<file path="src/rtl/fb_pkg.sv">
// Shared framebuffer definitions for the 160x120 3-bit RAM used by the
// rectangle writer and the display reader.
package fb_pkg;

  localparam int H_RES  = 160;
  localparam int V_RES  = 120;
  localparam int PIX_W  = 3;
  localparam int ADDR_W = 15;
  localparam int CNT_W  = 24;

  typedef enum logic [1:0] {IDLE, CLIP, WRITE, DONE} fb_state_e;

  localparam logic [PIX_W-1:0] BLACK   = 3'b000;
  localparam logic [PIX_W-1:0] BLUE    = 3'b001;
  localparam logic [PIX_W-1:0] GREEN   = 3'b010;
  localparam logic [PIX_W-1:0] CYAN    = 3'b011;
  localparam logic [PIX_W-1:0] RED     = 3'b100;
  localparam logic [PIX_W-1:0] MAGENTA = 3'b101;
  localparam logic [PIX_W-1:0] YELLOW  = 3'b110;
  localparam logic [PIX_W-1:0] WHITE   = 3'b111;

  // y*160 + x, with the multiply expressed as two shifts
  function automatic logic [ADDR_W-1:0] fb_addr(input logic [6:0] y, input logic [7:0] x);
    logic [ADDR_W-1:0] yw;
    yw = {{(ADDR_W-7){1'b0}}, y};
    return (yw << 7) + (yw << 5) + {{(ADDR_W-8){1'b0}}, x};
  endfunction

endpackage

</file>
<file path="src/rtl/fb_rect_scan.sv">
// Raster walker for one clipped rectangle: x/y/row_base counters that step
// on each accepted write and flag the final pixel.
module fb_rect_scan
  import fb_pkg::*;
(
  input  logic              clk,
  input  logic              reset,
  input  logic              load,
  input  logic              advance,
  input  logic [7:0]        x0,
  input  logic [6:0]        y0,
  input  logic [7:0]        x_end,
  input  logic [6:0]        y_end,
  output logic [ADDR_W-1:0] addr,
  output logic              last
);

  logic [7:0]        x, x_start, x_stop;
  logic [6:0]        y, y_stop;
  logic [ADDR_W-1:0] row_base;
  logic              x_last, y_last;

  // ends are exclusive, so compare against x+1 / y+1 instead of end-1
  assign x_last = ({1'b0, x} + 9'd1) == {1'b0, x_stop};
  assign y_last = ({1'b0, y} + 8'd1) == {1'b0, y_stop};
  assign last   = x_last & y_last;
  assign addr   = row_base + {{(ADDR_W-8){1'b0}}, x};

  always_ff @(posedge clk) begin
    if (reset) begin
      x        <= '0;
      y        <= '0;
      x_start  <= '0;
      x_stop   <= '0;
      y_stop   <= '0;
      row_base <= '0;
    end else if (load) begin
      x        <= x0;
      y        <= y0;
      x_start  <= x0;
      x_stop   <= x_end;
      y_stop   <= y_end;
      row_base <= fb_addr(y0, 8'd0);
    end else if (advance) begin
      if (!x_last) begin
        x <= x + 8'd1;
      end else if (!y_last) begin
        x        <= x_start;
        y        <= y + 7'd1;
        row_base <= row_base + ADDR_W'(H_RES);
      end
    end
  end

endmodule

</file>
<file path="src/rtl/fb_rect_writer.sv">
// Rectangle fill engine: accepts one command, clips it to the framebuffer,
// issues one RAM write per pixel and reports per-command pixel/cycle counts.
//
// state | meaning
// IDLE  | ready for a command
// CLIP  | validate and clip latched command, load scan counters
// WRITE | one write per pixel, stalls on iWR_WAIT
// DONE  | one-cycle completion pulse, statistics published
module fb_rect_writer
  import fb_pkg::*;
(
  input  logic              iCLK,
  input  logic              iRESET,
  input  logic              iCMD_VALID,
  output logic              oCMD_READY,
  input  logic [7:0]        iCMD_X,
  input  logic [6:0]        iCMD_Y,
  input  logic [7:0]        iCMD_W,
  input  logic [6:0]        iCMD_H,
  input  logic [PIX_W-1:0]  iCMD_COLOR,
  output logic              oWR_EN,
  output logic [ADDR_W-1:0] oWR_ADDR,
  output logic [PIX_W-1:0]  oWR_DATA,
  input  logic              iWR_WAIT,
  output logic              oBUSY,
  output logic              oDONE,
  output logic              oERR,
  output logic [ADDR_W-1:0] oPIXELS,
  output logic [CNT_W-1:0]  oCYCLES
);

  fb_state_e         state;
  logic [7:0]        cmd_x, cmd_w;
  logic [6:0]        cmd_y, cmd_h;
  logic [PIX_W-1:0]  cmd_color;
  logic [ADDR_W-1:0] pix_cnt;
  logic [CNT_W-1:0]  cyc_cnt, cyc_inc;
  logic [8:0]        x_sum;
  logic [7:0]        y_sum;
  logic [7:0]        x_end;
  logic [6:0]        y_end;
  logic              reject, accept, scan_load, scan_last;

  assign x_sum  = {1'b0, cmd_x} + {1'b0, cmd_w};
  assign y_sum  = {1'b0, cmd_y} + {1'b0, cmd_h};
  assign x_end  = (x_sum > 9'(H_RES)) ? 8'(H_RES) : x_sum[7:0];
  assign y_end  = (y_sum > 8'(V_RES)) ? 7'(V_RES) : y_sum[6:0];
  assign reject = (cmd_x >= 8'(H_RES)) | (cmd_y >= 7'(V_RES)) |
                  (cmd_w == 8'd0) | (cmd_h == 7'd0);

  assign accept    = oWR_EN & ~iWR_WAIT;
  assign scan_load = (state == CLIP) & ~reject;
  assign cyc_inc   = (&cyc_cnt) ? cyc_cnt : cyc_cnt + CNT_W'(1);

  fb_rect_scan u_scan (
    .clk     (iCLK),
    .reset   (iRESET),
    .load    (scan_load),
    .advance (accept),
    .x0      (cmd_x),
    .y0      (cmd_y),
    .x_end   (x_end),
    .y_end   (y_end),
    .addr    (oWR_ADDR),
    .last    (scan_last)
  );

  always_ff @(posedge iCLK) begin
    if (iRESET) begin
      state      <= IDLE;
      oCMD_READY <= 1'b1;
      oWR_EN     <= 1'b0;
      oWR_DATA   <= '0;
      oBUSY      <= 1'b0;
      oDONE      <= 1'b0;
      oERR       <= 1'b0;
      oPIXELS    <= '0;
      oCYCLES    <= '0;
      cmd_x      <= '0;
      cmd_y      <= '0;
      cmd_w      <= '0;
      cmd_h      <= '0;
      cmd_color  <= '0;
      pix_cnt    <= '0;
      cyc_cnt    <= '0;
    end else begin
      oDONE <= 1'b0;
      oERR  <= 1'b0;
      case (state)
        IDLE: begin
          if (iCMD_VALID && oCMD_READY) begin
            cmd_x      <= iCMD_X;
            cmd_y      <= iCMD_Y;
            cmd_w      <= iCMD_W;
            cmd_h      <= iCMD_H;
            cmd_color  <= iCMD_COLOR;
            oCMD_READY <= 1'b0;
            oBUSY      <= 1'b1;
            pix_cnt    <= '0;
            cyc_cnt    <= CNT_W'(1);
            state      <= CLIP;
          end
        end
        CLIP: begin
          cyc_cnt <= cyc_inc;
          if (reject) begin
            oDONE   <= 1'b1;
            oERR    <= 1'b1;
            oPIXELS <= '0;
            oCYCLES <= cyc_inc;
            state   <= DONE;
          end else begin
            oWR_EN   <= 1'b1;
            oWR_DATA <= cmd_color;
            state    <= WRITE;
          end
        end
        WRITE: begin
          cyc_cnt <= cyc_inc;
          if (accept) begin
            pix_cnt <= pix_cnt + ADDR_W'(1);
            if (scan_last) begin
              oWR_EN  <= 1'b0;
              oDONE   <= 1'b1;
              oPIXELS <= pix_cnt + ADDR_W'(1);
              oCYCLES <= cyc_inc;
              state   <= DONE;
            end
          end
        end
        DONE: begin
          oCMD_READY <= 1'b1;
          oBUSY      <= 1'b0;
          state      <= IDLE;
        end
        default: state <= IDLE;
      endcase
    end
  end

endmodule

</file>
<file path="config.mk">
export PLATFORM = sky130hd
export DESIGN_NAME = fb_rect_writer
export DESIGN_NICKNAME = d
export VERILOG_FILES = /design/src/rtl/fb_pkg.sv /design/src/rtl/fb_rect_scan.sv /design/src/rtl/fb_rect_writer.sv
export SDC_FILE = /design/constraint.sdc
export NUM_CORES = 1
export LEC_CHECK = 0
export CORE_ASPECT_RATIO = 2
export CORE_MARGIN = 1
export CORE_UTILIZATION = 40
export DETAILED_ROUTE_END_ITERATION = 8
export HOLD_SLACK_MARGIN = 0.15
export PLACE_DENSITY = 0.7
export RECOVER_POWER = 50
export SLEW_MARGIN = 20
export SYNTH_ARGS = -nofsm -noshare
export SYNTH_HDL_FRONTEND = slang
export SYNTH_SLANG_ARGS = --single-unit
</file>
<file path="constraint.sdc">
create_clock -name iCLK -period 5.9 [get_ports iCLK]
set_input_delay 1.18 -clock iCLK [delete_from_list [all_inputs] [get_ports iCLK]]
set_output_delay 1.18 -clock iCLK [all_outputs]
set_load 0.1 [all_outputs]
</file>
==> impl_metrics.json, run 1 <==
{
  "hold_start": "u_scan.x_start[4]$_SDFFE_PP0P_",
  "period_needed_ps": 4590,
  "cts_tree": "done",
  "htreeDepth": 4,
  "fmax_mhz": 218,
  "crit_arrival_ps": 4930,
  "netlist_instances": 1111,
  "routed-wl-met2_mm": 12.6,
  "cts.repair.resized": 0,
  "clkPwrFrac_pct": 23.6,
  "path_cells": "buf_4 > clkbuf_1 > o21ba_2",
  "layout.nets": 1241,
  "power_switching_w": 0.00246,
  "diodes": 0,
  "first_global_vias": 7751,
  "top_layer": "met4",
  "timing.final.hold_violations": 0,
  "die_h_um": 215,
  "wl_met3_um": 866,
  "post_drt_via_cell_ratio": 5.47,
  "fillCellCount": 2112,
  "cts_buffer_depth": 2,
  "portBuffers": 98,
  "rsz0062_at_grt": "no",
  "vdd_ir_drop_max_uv": 448,
  "yosysSeqAreaShare_pct": 37.2,
  "core_sq_mm": 0.0223,
  "worst_pin_slew_ps": 3730,
  "p_comb_share_pct": 47.1,
  "antenna_found_initial": 0,
  "drive_above_1_share_pct": 6.18,
  "crit_family": "buffers and inverters",
  "track_usage_pct": 20.8,
  "synth_warnings": 0,
  "place_congestion": 0.850,
  "max_slew_margin_pct": -148,
  "reg2reg_from": "u_scan.x[0]$_SDFFE_PP0P_",
  "rr_worst_depth": 8,
  "synthArstFlopShare_pct": 0,
  "overflow": 0,
  "seqPwrFrac_pct": 29.2,
  "clockRootBuffer": "clkbuf_16",
  "synth_nets": 1184,
  "leakage_nw": 3.96,
  "cts_setup_buffers": 0,
  "critPathMaxFanout": 81,
  "min_delay_path_depth": 2,
  "drc": 0,
  "chipWidth_um": 109,
  "slowest_delay_ps": 2680,
  "status": "complete, but fails checks",
  "p_sw_share_pct": 46.8,
  "synthDominantCellAreaShare_pct": 37.2,
  "utilization_pct": 48.6,
  "clock_latency_ps": 450,
  "maxCapViolCount": 2,
  "cts_made_buffers": 17,
  "slowest_stage": "clkbuf_1",
  "synth_area_leaders": "dfxtp_1 37%, nand2_1 6.9%, a21oi_1 5.6%",
  "synthDistinctLibCells": 69,
  "hold_class": "register to register",
  "clock_skew_ps": 7.31,
  "r2r-end": "u_scan.row_base[8]$_SDFFE_PP0P_",
  "placementRows": 77,
  "grt_pass1_wl_mm": 37.7,
  "syn_area_per_cell_sq_um": 8.20,
  "cp.required_ps": 6240,
  "grt_max_degree": 82,
  "dieArea_sq_mm": 0.0234,
  "area_growth_syn_to_layout_pct": 18.8,
  "synth_area_sq_mm": 0.00910,
  "postPlaceCellArea_sq_mm": 0.0102,
  "fin_tns_setup_ps": 0,
  "wl_mm": 23.1,
  "ff2ff_setup_slack_ps": 2000,
  "yosysTopAreaCell": "dfxtp_1",
  "synth-edff-count": 0,
  "postRouteAntennaNets": 0,
  "start_util_pct": 40.9,
  "drt_first_pass_iters": 4,
  "vias": 7972,
  "endpoint_kind": "register",
  "p_per_area_mw_per_mm2": 486,
  "finalCritPeriodShare_pct": 77.8,
  "cts_hold_buf": 0,
  "critPathBufInv": 2,
  "wl_met1_mm": 8.64,
  "slew_viol_final": 117,
  "violations": "capacitance limit, slew limit",
  "wire_per_inst_um": 15.8,
  "path_class": "input pin to register",
  "stdcell_area_sq_mm": 0.0108,
  "clk_pin_slew_worst_paths_ps": 70,
  "timing.hold.ws_ps": 454,
  "ioPinCount": 99,
  "clkSinkCount": 169,
  "setup_violations": 0,
  "cp-start-kind": "input pin",
  "dp_hpwl_mm": 16.5,
  "drt_iter0_drc": 299,
  "ys.flop_type": "dfxtp_1",
  "min_to": "u_scan.x_start[4]$_SDFFE_PP0P_",
  "p_int_w": 0.00280,
  "synth.ff_latch_count": 169
}
==> worst min-delay path, delay by kind of cell, from the launching register on <==
family	cells	cell delay (ps)
compound gates	1	50
flops	1	310
simple gates	1	50
==> layer usage <==
metal  GRT usage [%]  up-vias
met4            11.1        0
met1            20.8     3754
met2            38.4      155
li1                -     4003
met5               0        -
met3            4.70       60
==> worst max path at each step <==
stage | start | to | cells after the start
after floorplan | u_scan.x[6]$_SDFFE_PP0P_ | oWR_ADDR[14] | 6
after global placement | u_scan.x[6]$_SDFFE_PP0P_ | oWR_ADDR[13] | 8
after detailed placement | u_scan.x[6]$_SDFFE_PP0P_ | oWR_ADDR[13] | 8
after CTS | u_scan.x[6]$_SDFFE_PP0P_ | oWR_ADDR[13] | 8
after global routing | iRESET | cyc_cnt[15]$_SDFFE_PP0P_ | 3
final | iRESET | u_scan.x[0]$_SDFFE_PP0P_ | 3
==> layout make-up <==
type	instances	area, sq um	share of cell area, %
clock buffers	18	429	3.97
clock inverters	14	221	2.05
well taps	276	345	3.19
flip-flops and latches	169	3380	31.3
inverters	28	105	0.972
repair buffers	104	1010	9.36
multi-input cells	848	5320	49.2
==> cell usage after synthesis (19+ instances only) <==
cell type    n
nor2_1     129
xnor2_1     53
nand2_1    168
xor2_1      32
mux2i_1     23
ha_1        33
o21ai_0     42
a211oi_2    19
a21oi_1    101
nor3_1      25
clkbuf_1    52
a211oi_1    19
dfxtp_1    169
nand3_1     20
inv_1       28
==> metrics by stage <==
step,std cells,total power [W],setup slack (ps)
6_report,1457,0.00526,1310
5_1_grt,1457,0.00557,846
4_1_cts,1457,0.00534,1330
3_5_place_dp,1425,0.00408,1830
3_3_place_gp,1425,0.00404,1880
2_1_floorplan,1111,0.00352,1870
==> logic make-up after synthesis <==
| family | synth area share [%] |
|---|---|
| AOI/OAI and AO/OA | 18.6 |
| xor gates and xnor gates | 8.67 |
| adders and majority gates | 5.19 |
| buffers and inverters | 4.45 |
| DFF | 37.2 |
| muxes | 2.90 |
| and+or+nand+nor | 23.0 |
==> power groups by stage <==
stage                     clock network [W]  registers [W]  logic, W
after global placement                    0        0.00156   0.00248
after CTS                           0.00127        0.00154   0.00252
after detailed placement                  0        0.00156   0.00251
after global routing                0.00132        0.00157   0.00268
after floorplan                           0        0.00216   0.00136
final                               0.00124        0.00154   0.00248
==> sequential cells by signal, indices dropped and copies added (netlist names) <==
| name | count |
|---|---|
| cmd_color | 3 |
| cmd_h | 7 |
| cmd_w | 8 |
| cmd_x | 8 |
| cmd_y | 7 |
| cyc_cnt | 24 |
| oBUSY | 1 |
| oCMD_READY | 1 |
| oCYCLES | 24 |
| oDONE | 1 |
| oERR | 1 |
| oPIXELS | 15 |
| oWR_DATA | 3 |
| oWR_EN | 1 |
| pix_cnt | 15 |
| state | 2 |
| u_scan.row_base | 10 |
| u_scan.x | 8 |
| u_scan.x_start | 8 |
| u_scan.x_stop | 8 |
| u_scan.y | 7 |
| u_scan.y_stop | 7 |
==> layout by cell type (no fill, tap or decap), drive strengths merged, types with 10 or more instances in the layout <==
master / count
nand3: 22
and3: 10
nor2: 129
nor4: 12
nor3: 25
xor2: 32
dlygate4sd3: 20
a211oi: 39
nand4: 17
dfxtp: 169
a21oi: 101
o21ai: 43
nand2: 168
nand2b: 12
inv: 30
clkdlybuf4s50: 77
ha: 33
clkbuf: 21
xnor2: 53
mux2i: 23
Power figures use the tool's default switching activity.
==> inputs of run 2 (changes only) <==
==> constraint.sdc (replaced) <==
create_clock -name iCLK -period 4.48 [get_ports iCLK]
set_input_delay 0.896 -clock iCLK [delete_from_list [all_inputs] [get_ports iCLK]]
set_output_delay 0.896 -clock iCLK [all_outputs]
set_load 0.1 [all_outputs]
==> impl_metrics.json, run 2 (same netlist as run 1, synthesis figures left out) <==
{
  "status": "complete, but fails checks",
  "violations": "capacitance limit, slew limit",
  "drc": 0,
  "finalCritPeriodShare_pct": 80.5,
  "grt_max_degree": 70,
  "vias": 7990,
  "area_growth_syn_to_layout_pct": 18.3,
  "ioPinCount": 99,
  "mostFrequentLayoutCells": "169 x dfxtp_1, 167 x nand2_1, 129 x nor2_1",
  "first_global_vias": 7781,
  "rsz0062_at_grt": "no",
  "period_needed_ps": 3610,
  "cp.required_ps": 4750,
  "clkSinkCount": 169,
  "chipWidth_um": 109,
  "crit_arrival_ps": 3870,
  "core_sq_mm": 0.0223,
  "path_cells": "and4_1 > nand4_1 > nor4b_1 > nor2_1 > and3_1 > nor3b_1 > a21oi_1 > nor2_1",
  "regArea_sq_mm": 0.00338,
  "cts_hold_buf": 0,
  "fillCellCount": 2151,
  "antenna_found_initial": 1,
  "leakage_nw": 3.96,
  "clock_skew_ps": 8.47,
  "portBuffers": 98,
  "cts_buffer_depth": 2,
  "crit_path_frequent_cell": "nor2_1",
  "hold_class": "register to register",
  "track_usage_pct": 20.7,
  "worst_pin_slew_ps": 1720,
  "die_h_um": 215,
  "slowest_stage": "nor4b_1",
  "maxCapViolCount": 3,
  "placementRows": 77,
  "utilization_pct": 48.4,
  "slew_viol_final": 114,
  "max_slew_margin_pct": -14.5,
  "setup_violations": 0,
  "place_congestion": 0.848,
  "path_class": "register to register",
  "dp_hpwl_mm": 16.9,
  "fmax_mhz": 277,
  "p_per_area_mw_per_mm2": 636,
  "vdd_ir_drop_max_uv": 505,
  "final_common_cell": "dfxtp_1",
  "drt_iter0_drc": 284,
  "postRouteAntennaNets": 0,
  "overflow": 0,
  "endpoint_kind": "register",
  "top_regs": "cyc_cnt: 24 flops, oCYCLES: 24 flops",
  "wire_per_inst_um": 16.1,
  "post_drt_via_cell_ratio": 5.47,
  "slowest_delay_ps": 1410,
  "htreeDepth": 4,
  "clk_pin_slew_worst_paths_ps": 60,
  "drive_above_1_share_pct": 6.84,
  "dieArea_sq_mm": 0.0234,
  "fin_tns_setup_ps": 0,
  "clock_latency_ps": 450,
  "drt_first_pass_iters": 5,
  "cts_setup_buffers": 0,
  "cts_made_buffers": 17,
  "clockRootBuffer": "clkbuf_16",
  "multi_input_area_sq_mm": 0.00530,
  "start_util_pct": 40.9,
  "wl_mm": 23.5,
  "cts.repair.resized": 0,
  "critPathMaxFanout": 10,
  "cts_tree": "done",
  "cp-start-kind": "register",
  "grt_pass1_wl_mm": 37.7,
  "timing.final.hold_violations": 0,
  "layout.nets": 1245
}
-- run 2: cell types whose count changed in the layout (fill, tap and decap cells not counted), moves of 2 or more --
cell / before / now
clkbuf_8: 0 / 2
buf_4: 4 / 13
clkinv_2: 0 / 3
clkdlybuf4s50_1: 77 / 69
bufinv_16: 5 / 3
clkinvlp_4: 6 / 3
-- run 2: layout make-up --
cell class	instances	share of cell area [%]
diodes	1	0.0232
clock buffers	21	4.27
clock inverters	11	1.35
inverters	28	0.976
multi-input cells	848	49.2
flip-flops and latches	169	31.4
well taps	276	3.21
repair buffers	108	9.61
-- run 2: worst paths after layout --
| path | start | to | slack, ps | cells past startpoint |
|---|---|---|---|---|
| worst max-delay path | cyc_cnt[16]$_SDFFE_PP0P_ | cyc_cnt[9]$_SDFFE_PP0P_ | 870 | 8 |
| worst min-delay path | u_scan.x_start[2]$_SDFFE_PP0P_ | u_scan.x_start[2]$_SDFFE_PP0P_ | 460 | 2 |
| worst max register to register | cyc_cnt[16]$_SDFFE_PP0P_ | cyc_cnt[9]$_SDFFE_PP0P_ | 870 | 8 |
| worst min register to register | u_scan.x_start[2]$_SDFFE_PP0P_ | u_scan.x_start[2]$_SDFFE_PP0P_ | 460 | 2 |
-- run 2: metal layers --
| metal | vias up | GRT usage (%) | wire length [um] |
|---|---|---|---|
| li1 | 3996 | - | - |
| met2 | 176 | 39.2 | 13000 |
| met1 | 3771 | 20.5 | 8770 |
| met4 | 0 | 10.2 | 856 |
| met5 | - | 0 | 0 |
| met3 | 47 | 4.34 | 915 |
-- run 2: metrics by stage --
stage	power (W)	instances	area (sq um)	setup slack, ps	hold WS (ps)
2_1_floorplan	0.00463	1111	9100	737	432
3_3_place_gp	0.00533	1429	10200	1320	439
3_5_place_dp	0.00538	1429	10200	1310	443
4_1_cts	0.00694	1461	10800	832	458
5_1_grt	0.00723	1462	10800	485	479
6_report	0.00685	1462	10800	874	455
-- run 2: worst max-delay path: cells and delay by family (launching register included) --
kind,cells,cell delay (ps)
AOI/OAI and AO/OA,1,130
and+or+nand+nor,7,2800
DFF,1,480
-- run 2: report_power, final --
group	internal (W)	total, W	switching, W
sequential	0.00177	0.00203	0.000255
combinational	0.000944	0.00330	0.00235
clock	0.000905	0.00153	0.000622
==> inputs of run 3 (changes only) <==
==> constraint.sdc (replaced) <==
create_clock -name iCLK -period 3.75 [get_ports iCLK]
set_input_delay 0.75 -clock iCLK [delete_from_list [all_inputs] [get_ports iCLK]]
set_output_delay 0.75 -clock iCLK [all_outputs]
set_load 0.1 [all_outputs]
==> impl_metrics.json, run 3 (same netlist as run 1, synthesis figures left out) <==
{
  "placementRows": 77,
  "reg2reg_from": "u_scan.y[0]$_SDFFE_PP0P_",
  "critPathBufInv": 1,
  "setup_violations": 0,
  "hold_class": "register to register",
  "regArea_sq_mm": 0.00338,
  "final_common_cell": "dfxtp_1",
  "top_regs": "cyc_cnt: 24 flops, oCYCLES: 24 flops",
  "timing.final.hold_violations": 0,
  "cp-start-kind": "register",
  "grt_max_degree": 85,
  "cts.repair.resized": 0,
  "wire_per_inst_um": 15.9,
  "path_cells": "ha_1 > xnor2_1 > o311ai_1 > nor3b_1 > nand4b_1 > nand4_2 > clkbuf_1 > nor3_1 > xnor2_1 > a211oi_1",
  "drive_above_1_share_pct": 7.21,
  "rr_worst_depth": 10,
  "slowest_stage": "clkbuf_1",
  "wl_mm": 23.4,
  "place_congestion": 0.893,
  "cp.required_ps": 4070,
  "dieArea_sq_mm": 0.0234,
  "worst_pin_slew_ps": 1900,
  "core_sq_mm": 0.0223,
  "violations": "capacitance limit, slew limit",
  "ff2ff_setup_slack_ps": 410,
  "fin_tns_setup_ps": 0,
  "dp.cells": 1436,
  "finalCritPeriodShare_pct": 89.1,
  "period_needed_ps": 3340,
  "first_global_vias": 7698,
  "path_class": "register to register",
  "endpoint_kind": "register",
  "multi_input_area_sq_mm": 0.00529,
  "postRouteAntennaNets": 0,
  "htreeDepth": 4,
  "fmax_mhz": 299,
  "cts_hold_buf": 0,
  "status": "complete, but fails checks",
  "drc": 0,
  "cts_setup_buffers": 0,
  "maxCapViolCount": 2,
  "portBuffers": 98,
  "p_per_area_mw_per_mm2": 757,
  "cts_buffer_depth": 2,
  "clkSinkCount": 169,
  "dp_hpwl_mm": 16.7,
  "cts_tree": "done",
  "crit_family": "buffers and inverters",
  "vdd_ir_drop_max_uv": 719,
  "vias": 7963,
  "clkPwrFrac_pct": 21.8,
  "worstSetupPathDepth": 10,
  "clk_pin_slew_worst_paths_ps": 70,
  "cts_made_buffers": 17,
  "max_slew_margin_pct": -26.7,
  "slew_viol_final": 121,
  "diodes": 0,
  "clockRootBuffer": "clkbuf_16",
  "leakage_nw": 3.98,
  "crit_path_frequent_cell": "xnor2_1",
  "chipWidth_um": 109,
  "cp-endpoint": "u_scan.y[6]$_SDFFE_PP0P_",
  "timing.hold.ws_ps": 456,
  "p_sw_share_pct": 48.0,
  "start_util_pct": 40.9,
  "crit_start": "u_scan.y[0]$_SDFFE_PP0P_",
  "die_h_um": 215,
  "power_switching_w": 0.00391,
  "mostFrequentLayoutCells": "169 x dfxtp_1, 168 x nand2_1, 129 x nor2_1",
  "overflow": 0,
  "antenna_found_initial": 0,
  "clock_latency_ps": 450,
  "grt_pass1_wl_mm": 37.9,
  "p_int_w": 0.00423,
  "p_comb_share_pct": 48.5,
  "ioPinCount": 99,
  "critPathMaxFanout": 28,
  "instances_no_fill": 1468,
  "rsz0062_at_grt": "no",
  "clock_skew_ps": 11.9,
  "drt_iter0_drc": 325,
  "track_usage_pct": 20.7,
  "post_drt_via_cell_ratio": 5.42,
  "crit_arrival_ps": 3660,
  "r2r-end": "u_scan.y[6]$_SDFFE_PP0P_",
  "layout.nets": 1252,
  "slowest_delay_ps": 940,
  "fillCellCount": 2147,
  "seqPwrFrac_pct": 29.7,
  "drt_first_pass_iters": 4,
  "area_growth_syn_to_layout_pct": 18.0
}
## run 3: layout make-up
class	instances	share of cell area [%]
Multi-Input combinational cell	848	49.3
Tap cell	276	3.21
Clock inverter	14	1.37
Sequential cell	169	31.5
Clock buffer	18	3.99
Timing Repair Buffer	115	9.70
Inverter	28	0.978
## run 3: power groups by stage
stage          registers [W]  clock network [W]  logic (W)
2_1_floorplan        0.00340                  0    0.00214
4_1_cts              0.00242            0.00181    0.00402
3_3_place_gp         0.00246                  0    0.00394
6_report             0.00242            0.00177    0.00394
3_5_place_dp         0.00246                  0    0.00401
5_1_grt              0.00246            0.00188    0.00424
## run 3: per-layer routing
layer	part of all wire, %	vias to the layer above	global-route usage [%]
met5	0	-	0
met4	3.1	0	10.0
met3	3.3	42	3.46
met2	55	147	39.0
met1	38	3763	21.3
li1	-	4011	-
## run 3: worst min-delay path by stage
stage / cells past startpoint / to / from / slack [ps]
2_1_floorplan: 2 / oWR_DATA[0]$_SDFFE_PP0P_ / cmd_color[0]$_SDFFE_PP0P_ / 430
3_3_place_gp: 2 / oWR_DATA[2]$_SDFFE_PP0P_ / cmd_color[2]$_SDFFE_PP0P_ / 440
3_5_place_dp: 2 / cmd_color[0]$_SDFFE_PP0P_ / cmd_color[0]$_SDFFE_PP0P_ / 450
4_1_cts: 2 / cmd_color[0]$_SDFFE_PP0P_ / cmd_color[0]$_SDFFE_PP0P_ / 460
5_1_grt: 2 / cmd_color[2]$_SDFFE_PP0P_ / cmd_color[2]$_SDFFE_PP0P_ / 480
6_report: 2 / oWR_DATA[2]$_SDFFE_PP0P_ / cmd_color[2]$_SDFFE_PP0P_ / 460
## run 3: worst register-to-register path, cell delays in order, from the launching register on
cell	delay (ps)
dfxtp_1	440
ha_1	290
xnor2_1	140
o311ai_1	120
nor3b_1	350
nand4b_1	230
nand4_2	140
clkbuf_1	940
nor3_1	140
xnor2_1	180
a211oi_1	250
## run 3: stage by stage
stage	utilization (%)	total power [W]	instance area (sq um)	setup WS, ps
2_1_floorplan	-	0.00554	9100	153
3_3_place_gp	46.0	0.00640	10200	873
3_5_place_dp	46.0	0.00646	10200	819
4_1_cts	48.6	0.00825	10800	462
5_1_grt	48.3	0.00857	10700	145
6_report	48.3	0.00813	10700	410
